`src/rtl/rr_mux_n.sv`:
```
// N-channel registered multiplexer with round-robin / fixed-priority arbitration
// and valid/ready handshakes on every input channel and on the output.
module rr_mux_n #(
  parameter int unsigned N_CH  = 8,
  parameter int unsigned WIDTH = 8,
  parameter int unsigned SEL_W = $clog2(N_CH)
) (
  input  logic                  clk,
  input  logic                  rst,
  input  logic [N_CH-1:0]       in_valid,
  input  logic [N_CH*WIDTH-1:0] in_data,
  output logic [N_CH-1:0]       in_ready,
  input  logic                  mode,
  output logic                  out_valid,
  input  logic                  out_ready,
  output logic [WIDTH-1:0]      out_data,
  output logic [SEL_W-1:0]      out_ch
);

  logic             valid_q, valid_d;
  logic [WIDTH-1:0] data_q, data_d, sel_data;
  logic [SEL_W-1:0] ch_q, ch_d, sel_ch;
  logic [SEL_W-1:0] ptr_q, ptr_d;
  logic             found, load, xfer;
  logic [31:0]      ptr32, rank, best;
  logic [N_CH-1:0]  grant_oh;

  assign ptr32 = 32'(ptr_q);

  // Each requester gets a rank (its distance from ptr in round-robin mode,
  // its own index in fixed-priority mode); the lowest rank wins.
  always_comb begin
    found    = 1'b0;
    sel_ch   = '0;
    sel_data = '0;
    best     = '0;
    rank     = '0;
    for (int unsigned i = 0; i < N_CH; i++) begin
      if (mode)
        rank = i;
      else if (i >= ptr32)
        rank = i - ptr32;
      else
        rank = i + N_CH - ptr32;
      if (in_valid[i] && (!found || rank < best)) begin
        found    = 1'b1;
        best     = rank;
        sel_ch   = SEL_W'(i);
        sel_data = in_data[i*WIDTH +: WIDTH];
      end
    end
  end

  always_comb begin
    grant_oh = '0;
    for (int unsigned i = 0; i < N_CH; i++)
      grant_oh[i] = found && (sel_ch == SEL_W'(i));
  end

  assign load     = !valid_q || out_ready;
  assign xfer     = load && found && !rst;
  assign in_ready = xfer ? grant_oh : '0;

  always_comb begin
    valid_d = valid_q;
    data_d  = data_q;
    ch_d    = ch_q;
    ptr_d   = ptr_q;
    if (load)
      valid_d = found;
    if (xfer) begin
      data_d = sel_data;
      ch_d   = sel_ch;
      if (!mode)
        ptr_d = (sel_ch == SEL_W'(N_CH - 1)) ? '0 : sel_ch + 1'b1;
    end
  end

  always_ff @(posedge clk or posedge rst) begin
    if (rst) begin
      valid_q <= 1'b0;
      data_q  <= '0;
      ch_q    <= '0;
      ptr_q   <= '0;
    end else begin
      valid_q <= valid_d;
      data_q  <= data_d;
      ch_q    <= ch_d;
      ptr_q   <= ptr_d;
    end
  end

  assign out_valid = valid_q;
  assign out_data  = data_q;
  assign out_ch    = ch_q;

endmodule
```
`config.mk`:
```
export PLATFORM = sky130hd
export DESIGN_NAME = rr_mux_n
export DESIGN_NICKNAME = d
export VERILOG_FILES = /design/src/rtl/rr_mux_n.sv
export SDC_FILE = /design/constraint.sdc
export NUM_CORES = 1
export LEC_CHECK = 0
export CORE_MARGIN = 3
export CORE_UTILIZATION = 44
export DETAILED_ROUTE_END_ITERATION = 8
export PLACE_DENSITY = 0.82
export SLEW_MARGIN = 20
export SYNTH_ARGS = -nofsm -noshare
export SYNTH_HDL_FRONTEND = slang
export SYNTH_SLANG_ARGS = --single-unit
```
`constraint.sdc`:
```
create_clock -name clk -period 24.6 [get_ports clk]
set_input_delay 6.15 -clock clk [delete_from_list [all_inputs] [get_ports clk]]
set_output_delay 6.15 -clock clk [all_outputs]
set_load 0.05 [all_outputs]
```
==> impl_metrics.tcl <==
set metrics [dict create \
    status "completed" \
    synth_top_family_by_area "compound AO/OA/AOI/OAI gates" \
    detail_route.wirelength_um 10700 \
    cts_root_buf "clkbuf_8" \
    clock.fmax_ghz 0.0414 \
    synth_flop_cell "dfrtp_1" \
    slowest_delay_ns 0.67 \
    arrival_ns 18.03 \
    start_util_pct 47.0 \
    core_area_sq_mm 0.00660 \
    crit_top_cell "ha_1" \
    clk_pin_slew_ns 0.06 \
    io_buffers 95 \
    antenna_left 0 \
    hold_depth 2 \
    cts_buffers 3 \
    worstSetupEndpointType "output port" \
    io_pins 96 \
    seq_area_sq_um 375 \
    yosys_warnings 0 \
    die_h_um 90.0 \
    htree_levels 1 \
    yosys.area.top_type "ha_1" \
    synthArstFlopShare_pct 100 \
    grt_use_total_pct 24.9 \
    use_met1_pct 32.4 \
    fp-row-count 29 \
    holdCritPathClass "reg -> reg" \
    preCtsSetupSlack_ns -0.176 \
    post_dp_cell_area_sq_mm 0.00418 \
    max-slew-margin-rel_pct 53.2 \
    synth_area_leaders "ha_1 19%, dfrtp_1 12%, nor2_1 5.6%, nand2_1 5.1%, a21oi_1 4.4%" \
    finalWorstPathRequiredPeriod_ns 24.18 \
    synth_top_area_share_pct 19.0 \
    maxCapViolCount 0 \
    fillCellCount 560 \
    yosys-mux-area-fraction_pct 3.63 \
    slew_violations 0 \
    critPathLaunchType "input port" \
    yosysUniqueCellTypes 61 \
    synth_area_per_cell_sq_um 7.42 \
    syn-instance-count 418 \
    via_count 3621 \
    grt_overflow_total 0 \
    required_ns 18.45 \
    first_global_vias 3539 \
    grt_use_met2_pct 42.1 \
    via_per_inst 5.95 \
    finalCritPeriodShare_pct 98.3 \
    synth-compound-area-share_pct 32.4 \
    gr-max-usage-layer "met2" \
    yosysSeqAreaShare_pct 12.1 \
    dp_hpwl_um 8490 \
    crit_slowest_cell "or4b_2" \
    grt_max_degree 23 \
    dr.pass1.iters 4 \
    multi_input_area_sq_mm 0.00263 \
    finalHoldViolCount 0 \
    synth-xor-area-share_pct 0 \
    synthAdderAreaFrac_pct 19.0 \
    crit_type "in -> out" \
    die-area_sq_mm 0.00809 \
    areaGrowthSynthToFinish_pct 41.5 \
    die_x_um 90.0 \
    gp_congestion 1.05 \
    crit_fanout 17 \
    clock_latency_ns 0.25 \
    stdcell_area_sq_mm 0.00439 \
    met3_usage_pct 3.17 \
    synth_common_cells "47 x ha_1, 46 x nor2_1, 42 x nand2_1" \
    drive_gt1_share_pct 13.4 \
    clock_path_buffers 2 \
    drt_iter0_drc 285 \
    tritoncts "done" \
    reg2regPathDepth 54 \
    diodes 0 \
    worst_pin_slew_ns 0.697 \
    grt_first_pass_wirelength_um 16900 \
    synth_edf_count 0 \
    setup_viol 0 \
    clock_sinks 15 \
    final_net_count 640 \
    hold_buffers 0 \
    worst_clock_skew_ns 0.00148 \
    synth-seq-cells 15 \
    syn-cell-area_sq_mm 0.00310 \
    wire_per_inst_um 17.6 \
    antenna_found_initial 0 \
    synth-simple-area-share_pct 26.2 \
    fin_ws_ns 0.418 \
    drc_errors 0 \
    yosysMostFrequentCell "ha_1" \
]
==> per-layer routing <==
metal  up-vias  part of all wire [%]  wire length (um)
li1       1744                     -                 -
met1      1695                    43              4580
met2       152                    48              5140
met3        30                   6.5               699
met4         0                   2.7               293
met5         -                     0                 0
==> layout make-up <==
| type | instances | share of cell area [%] |
|---|---|---|
| Inverter | 24 | 2.05 |
| Timing Repair Buffer | 114 | 25.7 |
| Sequential cell | 15 | 8.55 |
| Clock inverter | 1 | 0.114 |
| Tap cell | 93 | 2.65 |
| Clock buffer | 3 | 0.940 |
| Multi-Input combinational cell | 359 | 60.0 |
==> critical path: cells and delay by family <==
kind	cells	cell delay, ns
simple gates	11	2.05
mux	5	1.73
buf+inv	5	1.13
fa+ha+maj	9	2.19
compound gates	22	4.75
==> sequential cells by signal, summed over array words and instances, names as in the netlist <==
| register | cells |
|---|---|
| out_ch | 3 |
| ptr_q | 3 |
| out_valid | 1 |
| out_data | 8 |
==> through the flow <==
stage / hold WS (ns) / setup TNS (ns) / std cells / util [%]
after floorplan: 0.619 / 0 / 420 / -
after global placement: 0.468 / 0 / 598 / 63.3
after global routing: 0.560 / -0.355 / 609 / 66.5
after detailed placement: 0.496 / -0.339 / 598 / 63.3
after CTS: 0.517 / 0 / 602 / 64.2
final: 0.506 / 0 / 609 / 66.5
==> path summary, 6_finish.rpt <==
kind / start / endpoint / slack, ns
max: in_valid[0] / in_ready[7] / 0.42
min: out_ch[0] / out_ch[0] / 0.51
max reg2reg: ptr_q[1] / ptr_q[0] / 11.89
min reg2reg: out_ch[0] / out_ch[0] / 0.51
max in group asynchronous: rst / out_data[7] / 17.92
min in group asynchronous: rst / out_valid / 6.31
==> kinds of logic (layout without fill, tap and decap cells) <==
| kind of cell | after synthesis | count (layout) |
|---|---|---|
| and+or+nand+nor | 163 | 163 |
| AOI/OAI and AO/OA | 136 | 136 |
| adders and majority gates | 47 | 47 |
| buffers and inverters | 46 | 142 |
| DFF | 15 | 15 |
| muxes | 10 | 10 |
| other | 1 | 3 |
==> cells in the final DEF, fill, tap and decap left out, types with 9 or more instances in the layout <==
master and count:
a311oi_1 9, dfrtp_1 15, ha_1 47, buf_4 22, a211oi_1 10, nand2_1 41
nand3_1 14, nand2b_1 9, o311a_1 9, clkdlybuf4s50_1 86, a31oi_1 10, nor2_1 46
o21a_1 10, a21oi_1 26, inv_1 24, nor2b_1 16
==> repair_timing <==
action	CTS	global route
pin swaps	0	6
resized for setup	4	25
endpoints found under the setup margin	4	8
setup buffers	0	7
Power is left out: the tool's default activity adds up to more than one toggle a clock period on the data nets, which glitch-free logic cannot reach.
